$ cat src/rtl/pipe_slice_chain.sv
// Valid/ready register-slice chain with optional per-stage skid buffering,
// synchronous flush and an occupancy count of all held entries.
module pipe_slice_chain #(
    parameter int unsigned           DATA_WIDTH = 32,
    parameter int unsigned           STAGES     = 1,
    parameter int unsigned           SKID       = 1,
    parameter logic [DATA_WIDTH-1:0] RESET_VAL  = '0,
    localparam int unsigned          CAP        = (SKID != 0) ? 2 * STAGES : STAGES,
    localparam int unsigned          OW         = (CAP == 0) ? 1 : $clog2(CAP + 1)
) (
    input  logic                  clk_i,
    input  logic                  rst_n_i,
    input  logic                  flush_i,
    input  logic                  s_valid_i,
    output logic                  s_ready_o,
    input  logic [DATA_WIDTH-1:0] s_dat_i,
    output logic                  m_valid_o,
    input  logic                  m_ready_i,
    output logic [DATA_WIDTH-1:0] m_dat_o,
    output logic [OW-1:0]         occ_o
);

    if (STAGES == 0) begin : g_pass
        assign m_valid_o = s_valid_i & ~flush_i;
        assign s_ready_o = m_ready_i & ~flush_i;
        assign m_dat_o   = s_dat_i;
        assign occ_o     = '0;
    end else begin : g_chain
        logic [STAGES-1:0] main_bits;
        logic [STAGES-1:0] skid_bits;

        for (genvar i = 0; i < STAGES; i++) begin : g_stg
            logic                  in_vld;
            logic [DATA_WIDTH-1:0] in_dat;
            logic                  rdy_dn;
            logic                  rdy_up;
            logic                  main_vld;
            logic [DATA_WIDTH-1:0] main_dat;

            if (i == 0) begin : g_head
                assign in_vld = s_valid_i;
                assign in_dat = s_dat_i;
            end else begin : g_link
                assign in_vld = g_stg[i-1].main_vld;
                assign in_dat = g_stg[i-1].main_dat;
            end

            if (i == STAGES - 1) begin : g_tail
                assign rdy_dn = m_ready_i;
            end else begin : g_next
                assign rdy_dn = g_stg[i+1].rdy_up;
            end

            assign main_bits[i] = main_vld;

            if (SKID != 0) begin : g_skid
                logic                  skid_vld;
                logic [DATA_WIDTH-1:0] skid_dat;

                // Upstream ready comes straight from a flop, so no combinational
                // path from m_ready_i ever reaches s_ready_o.
                assign rdy_up       = ~skid_vld;
                assign skid_bits[i] = skid_vld;

                always_ff @(posedge clk_i or negedge rst_n_i) begin
                    if (!rst_n_i) begin
                        main_vld <= 1'b0;
                        skid_vld <= 1'b0;
                        main_dat <= RESET_VAL;
                        skid_dat <= RESET_VAL;
                    end else if (flush_i) begin
                        main_vld <= 1'b0;
                        skid_vld <= 1'b0;
                    end else if (main_vld && rdy_dn) begin
                        if (skid_vld) begin
                            main_dat <= skid_dat;
                            skid_vld <= 1'b0;
                        end else if (in_vld) begin
                            main_dat <= in_dat;
                        end else begin
                            main_vld <= 1'b0;
                        end
                    end else if (in_vld && !skid_vld) begin
                        if (main_vld) begin
                            skid_dat <= in_dat;
                            skid_vld <= 1'b1;
                        end else begin
                            main_dat <= in_dat;
                            main_vld <= 1'b1;
                        end
                    end
                end
            end else begin : g_plain
                assign rdy_up       = ~main_vld | rdy_dn;
                assign skid_bits[i] = 1'b0;

                always_ff @(posedge clk_i or negedge rst_n_i) begin
                    if (!rst_n_i) begin
                        main_vld <= 1'b0;
                        main_dat <= RESET_VAL;
                    end else if (flush_i) begin
                        main_vld <= 1'b0;
                    end else if (rdy_up) begin
                        main_vld <= in_vld;
                        if (in_vld) begin
                            main_dat <= in_dat;
                        end
                    end
                end
            end
        end

        assign m_valid_o = g_stg[STAGES-1].main_vld & ~flush_i;
        assign m_dat_o   = g_stg[STAGES-1].main_dat;
        assign s_ready_o = g_stg[0].rdy_up & ~flush_i;

        always_comb begin
            occ_o = '0;
            for (int unsigned k = 0; k < STAGES; k++) begin
                occ_o = occ_o + OW'(main_bits[k]) + OW'(skid_bits[k]);
            end
        end
    end

endmodule
$ cat config.mk
export PLATFORM = sky130hd
export DESIGN_NAME = pipe_slice_chain
export DESIGN_NICKNAME = d
export VERILOG_FILES = /design/src/rtl/pipe_slice_chain.sv
export SDC_FILE = /design/constraint.sdc
export NUM_CORES = 1
export LEC_CHECK = 0
export ABC_AREA = 1
export CAP_MARGIN = 15
export CORE_UTILIZATION = 54
export DETAILED_ROUTE_END_ITERATION = 10
export GPL_ROUTABILITY_DRIVEN = 1
export PLACE_DENSITY = 0.87
export SKIP_CTS_REPAIR_TIMING = 1
export SLEW_MARGIN = 30
export SYNTH_ARGS = -nofsm -noshare
export SYNTH_HDL_FRONTEND = slang
export SYNTH_SLANG_ARGS = --single-unit
$ cat constraint.sdc
create_clock -name clk_i -period 2.26 [get_ports clk_i]
set_input_delay 0.226 -clock clk_i [delete_from_list [all_inputs] [get_ports clk_i]]
set_output_delay 0.226 -clock clk_i [all_outputs]
set_load 0.005 [all_outputs]
==> results of run 1 <==
## flip-flops by register name, summed over array words and instances, names as in the netlist
signal,count
g_chain.g_stg.g_skid.skid_vld,1
g_chain.g_stg.main_vld,1
m_dat_o,32
g_chain.g_stg.g_skid.skid_dat,32
## worst reg2reg max path, stage by stage (launching register included)
cell	delay [ps]
dfrtp_1	470
buf_4	300
nand3_2	620
nand2_1	250
nand2_1	90
nand3_1	80
nand2_1	60
## routing by layer
layer	up-vias	track usage (%)	part of all wire [%]	routed length [um]
li1	1464	-	-	-
met1	1488	38.0	41	3510
met2	171	48.0	49	4140
met3	26	6.63	8.0	677
met4	0	11.4	2.2	188
met5	-	0	0	0
## cell type report
cell class | count | area share [%]
clock buffers | 11 | 3.15
clock inverters | 5 | 2.46
multi-input cells | 306 | 33.5
flip-flops and latches | 66 | 39.6
inverters | 3 | 0.270
repair buffers | 82 | 18.9
well taps | 72 | 2.16
## kinds of logic after synthesis
| group | share of synthesized area, % |
|---|---|
| AO/OA/AOI/OAI | 0.420 |
| buffers and inverters | 6.99 |
| AND/OR/NAND/NOR | 41.8 |
| adder cells (fa/ha/maj) | 0.382 |
| flip-flops | 50.4 |
## placed cells by master (no fill, tap or decap), drive strengths merged
master	n
nand3	66
nor2	3
clkbuf	11
bufinv	3
ha	1
nand2	200
dfrtp	66
clkinv	1
inv	3
nand4	33
nand3b	1
buf	12
clkinvlp	1
clkdlybuf4s50	70
o21ai	2
## where the power goes
part           internal [mW]  switching (mW)
sequential              1.53           0.207
clock                  0.732           0.461
combinational          0.528           0.498
total                   2.79            1.17
## through the flow
step | area (um2) | power [mW] | worst slack (ps) | utilization, % | hold slack, ps
after floorplan | 3270 | 2.21 | 1050 | - | -69.6
after global placement | 3930 | 2.71 | 338 | 69.3 | 454
after detailed placement | 3930 | 2.77 | 238 | 69.3 | 460
after CTS | 4170 | 3.96 | 345 | 73.4 | 88.1
after global routing | 4170 | 4.17 | 204 | 73.4 | 118
final | 4170 | 3.95 | 287 | 73.4 | 51.1
## final timing paths
kind / endpoint / slack [ps] / depth (start not counted) / start
max: m_dat_o[11] / 290 / 6 / g_chain.g_stg[0].main_vld
min: g_chain.g_stg[0].g_skid.skid_dat[23] / 50 / 2 / rst_n_i
max reg2reg: m_dat_o[11] / 290 / 6 / g_chain.g_stg[0].main_vld
min reg2reg: g_chain.g_stg[0].g_skid.skid_dat[2] / 470 / 2 / g_chain.g_stg[0].g_skid.skid_dat[2]
max in group asynchronous: m_dat_o[11] / 1690 / 2 / rst_n_i
min in group clk_i: m_dat_o[16] / 440 / 5 / m_ready_i
==> flow_summary.yaml, run 1 <==
setup_path:
  crit_top_cell: "nand2_1"
  cp-end-kind: "flip-flop"
  required_ps: 2500
  slowest_delay_ps: 610
  cp_cell_sequence: "buf_4, nand3_2, nand2_1, nand2_1, nand3_1, nand2_1"
  start_kind: "flip-flop"
  critical-path-slowest-cell: "nand3_2"
  arrival_ps: 2210
  crit_type: "flip-flop to flip-flop"
  critical_path_buf_inv_count: 1
  path_max_fanout: 32
  crit_family: "simple AND/OR/NAND/NOR gates"
global_routing:
  grt_pass1_wl_mm: 14.1
  grt_overflow: 0
  grt_pass1_vias: 2986
  grtUsageTotal_pct: 29.4
  grt_max_degree: 67
  antenna_found_initial: 0
yosys:
  synth-seq-area-share_pct: 50.4
  yosysMostFrequentCell: "nand2_1"
  synth_ff_type: "dfrtp_1"
  synth_nets: 446
  synth-async-reset-ratio_pct: 100
  synth_warnings: 0
  synth-edff-count: 0
  synth.top_cell.area_share_pct: 50.4
  netlist_instances: 408
  yosysTopAreaCell: "dfrtp_1"
  ys_top_cells_by_area: "dfrtp_1 (50%), nand2_1 (22%), nand3_1 (9.9%)"
  synth_common_cells: "nand2_1 (193), dfrtp_1 (66), nand3_1 (65), nand4_1 (33), buf_2 (21)"
  synthesis.area_um2: 3270
  synth_cell_types: 18
  ys_ff_latch: 66
  syn_area_per_cell_um2: 8.03
timing:
  finalSetupTns_ps: 0
  fin_crit_sh_pct: 87.3
  worst_pin_slew_ps: 812
  min_period_ps: 1970
  setup_viol: 0
  drv_slew: 0
  maxSlewHeadroom_pct: 45.9
  rsz0062_at_grt: "false"
  hold_viol: 0
  fin_worst_skew_ps: 9.42
  fmax_mhz: 507
cells_and_area:
  seq_area_um2: 1650
  drive_above_1_share_pct: 8.46
  multi_input_area_um2: 1390
  finalNonFillerCells: 545
  n_fill_cell: 444
  syn2layout_area_growth_pct: 27.2
  diodes: 0
  nets: 506
detailed_routing:
  finalWirelength_mm: 8.51
  drc_errors: 0
  wl_per_cell_um: 15.6
  viasPerCell: 5.78
  firstDrtPassIters: 6
  postRouteAntennaNets: 0
  vias: 3149
  drtIter0Drc: 410
floorplanning:
  die_h_um: 79.9
  num_io_pins: 73
  initial_utilization_pct: 57.7
  core_area_um2: 5680
  die-area_um2: 6380
  fp.dieW_um: 79.9
  rows: 27
placement:
  port_buffers: 72
  dp.final_hpwl_mm: 5.19
  gp_congestion: 0.810
  dp.cells: 529
run_status:
  status: "complete, no violations"
cts:
  path_clk_slew_ps: 70
  cts.sinks: 66
  numCtsBuffers: 9
  clock_path_buffers: 2
  root_buffer: "clkbuf_8"
  cts-htree-levels: 3
  cts_tree: "done"
  clock_latency_ps: 350
hold_path:
  hold_path.class: "input pin to asynchronous set/reset pin"
run:
  maxCapViolations: 0
power_and_ir_drop:
  p_leak_nw: 2.16
  powerDensity_nw_per_um2: 949
  ir_drop_mv: 0.557
(Power assumes the default switching activity.)
==> run 2: changes to the inputs <==
--- a/config.mk
+++ b/config.mk
@@ -8,6 +8,7 @@
 export ABC_AREA = 1
 export CAP_MARGIN = 15
 export CORE_UTILIZATION = 54
+export CTS_CLUSTER_SIZE = 28
 export DETAILED_ROUTE_END_ITERATION = 10
 export GPL_ROUTABILITY_DRIVEN = 1
 export PLACE_DENSITY = 0.87
==> results of run 2 <==
Final layout, timing and power as in run 1 (identical DEF).
==> run 3: changes to the inputs <==
--- a/config.mk
+++ b/config.mk
@@ -5,9 +5,8 @@
 export SDC_FILE = /design/constraint.sdc
 export NUM_CORES = 1
 export LEC_CHECK = 0
-export ABC_AREA = 1
 export CAP_MARGIN = 15
-export CORE_UTILIZATION = 54
+export CORE_UTILIZATION = 53
 export CTS_CLUSTER_SIZE = 28
 export DETAILED_ROUTE_END_ITERATION = 10
 export GPL_ROUTABILITY_DRIVEN = 1
==> run 3 against run 2 <==
- area after synthesis decreased by 11%
- critical path depth decreased by 2
- synthesized cell count decreased by 54%
- sequential share of layout area increased by 2.5 points
- final cell count decreased by 37%
- count of clock-buffer cells in the layout increased by 3
- sequential power decreased by 6%
- critical path type unchanged
- critical endpoint is now m_dat_o[30]
- largest cell class unchanged
==> flow_summary.yaml, run 3 <==
cts:
  clock_latency_ps: 330
  clock_path_buffers: 2
  numCtsBuffers: 9
  path_clk_slew_ps: 70
  cts.sinks: 66
  root_buffer: "clkbuf_8"
  cts_tree: "done"
  cts-htree-levels: 3
yosys:
  syn_area_per_cell_um2: 15.6
  synth-seq-area-share_pct: 56.7
  netlist_instances: 187
  synth.top_cell.area_share_pct: 56.7
  synth-edff-count: 0
  synth-async-reset-ratio_pct: 100
  synthesis.area_um2: 2910
  synth_ff_type: "dfrtp_1"
  yosysMostFrequentCell: "mux2_2"
  ys_top_cells_by_area: "dfrtp_1 (57%), mux2_2 (35%), mux2_1 (1.9%)"
  synth_common_cells: "mux2_2 (91), dfrtp_1 (66), mux2_1 (5)"
  synth_nets: 225
  synth_cell_types: 20
  yosysTopAreaCell: "dfrtp_1"
  ys_ff_latch: 66
  synth_warnings: 0
floorplanning:
  fp.dieW_um: 76.1
  die-area_um2: 5790
  die_h_um: 76.1
  num_io_pins: 73
  initial_utilization_pct: 55.9
  core_area_um2: 5200
  rows: 26
global_routing:
  grt_pass1_wl_mm: 9.45
  grt_overflow: 0
  grtUsageTotal_pct: 21.2
  grt_pass1_vias: 1950
  antenna_found_initial: 0
  grt_max_degree: 33
detailed_routing:
  wl_per_cell_um: 16.2
  postRouteAntennaNets: 0
  drc_errors: 0
  viasPerCell: 5.15
  firstDrtPassIters: 4
  drtIter0Drc: 55
  finalWirelength_mm: 5.53
  vias: 1763
setup_path:
  required_ps: 2470
  arrival_ps: 2080
  reg2reg_from: "g_chain.g_stg[0].main_vld"
  start_kind: "flip-flop"
  path_max_fanout: 18
  crit_type: "flip-flop to flip-flop"
  cp-end-kind: "flip-flop"
  crit_start: "g_chain.g_stg[0].main_vld"
timing:
  setup_viol: 0
  finalSetupTns_ps: 0
  fin_worst_skew_ps: 5.59
  rsz0062_at_grt: "false"
  worst_pin_slew_ps: 599
  fin_crit_sh_pct: 82.6
  hold_viol: 0
  min_period_ps: 1870
  drv_slew: 0
  maxSlewHeadroom_pct: 60.1
  fmax_mhz: 536
placement:
  dp.cells: 325
  gp_congestion: 0.710
  port_buffers: 72
  dp.final_hpwl_mm: 3.75
cells_and_area:
  fin_util_pct: 75.3
  drive_above_1_share_pct: 41.9
  final_common_cell: "mux2_2"
  diodes: 0
  syn2layout_area_growth_pct: 34.7
  nets: 305
  finalNonFillerCells: 342
  mostFrequentLayoutCells: "mux2_2 (91), clkdlybuf4s50_1 (71), dfrtp_1 (66)"
power_and_ir_drop:
  p_leak_nw: 1.65
  powerDensity_nw_per_um2: 846
  total_power_mw: 3.32
  ir_drop_mv: 0.557
run:
  maxCapViolations: 0
run_status:
  status: "complete, no violations"
hold_path:
  hold_path.class: "input pin to asynchronous set/reset pin"
[run 3: final timing paths]
path | end | slack, ps | depth (start not counted)
min reg2reg | g_chain.g_stg[0].g_skid.skid_dat[4] | 490 | 1
min in group clk_i | g_chain.g_stg[0].g_skid.skid_dat[4] | 490 | 1
max in group asynchronous | m_dat_o[29] | 1180 | 3
min | m_dat_o[16] | 430 | 2
max | m_dat_o[30] | 390 | 4
max reg2reg | m_dat_o[30] | 390 | 4
[run 3: cells by family after synthesis]
family,count (synthesis),synth area share (%)
AND/OR/NAND/NOR,8,1.51
adder cells (fa/ha/maj),1,0.430
AO/OA/AOI/OAI,5,1.46
flip-flops,66,56.7
buffers and inverters,11,2.71
multiplexers,96,37.1
[run 3: layout make-up]
cell class | count | area, um2
tap | 70 | 87.6
multi-input combinational | 110 | 1180
timing repair buffer | 79 | 808
clock buffer | 14 | 173
sequential | 66 | 1650
fill | 349 | 1290
clock inverter | 2 | 10.0
inverter | 1 | 3.75
[run 3: power by group]
group / switching [mW] / internal [mW]
clock: 0.413 / 0.486
combinational: 0.226 / 0.556
sequential: 0.153 / 1.48
total: 0.793 / 2.52
[run 3: worst max-delay path: stages, from the launching register on]
cell      delay [ps]
dfrtp_1          480
or2_1            290
a211oi_4         290
buf_4            320
mux2_2           370
[run 3: layer usage]
layer,global-route usage [%],wire [um],vias to the layer above
met2,36.1,2740,43
li1,-,-,828
met5,0,0,-
met1,25.8,2450,884
met4,9.81,88,0
met3,4.55,249,8
[run 3: metrics by stage]
step	worst slack (ps)	area, um2	hold WS (ps)
after global routing	332	3920	481
final	394	3920	425
after detailed placement	285	3730	263
after global placement	351	3730	260
after CTS	395	3910	-92.6
after floorplan	590	2910	-69.6
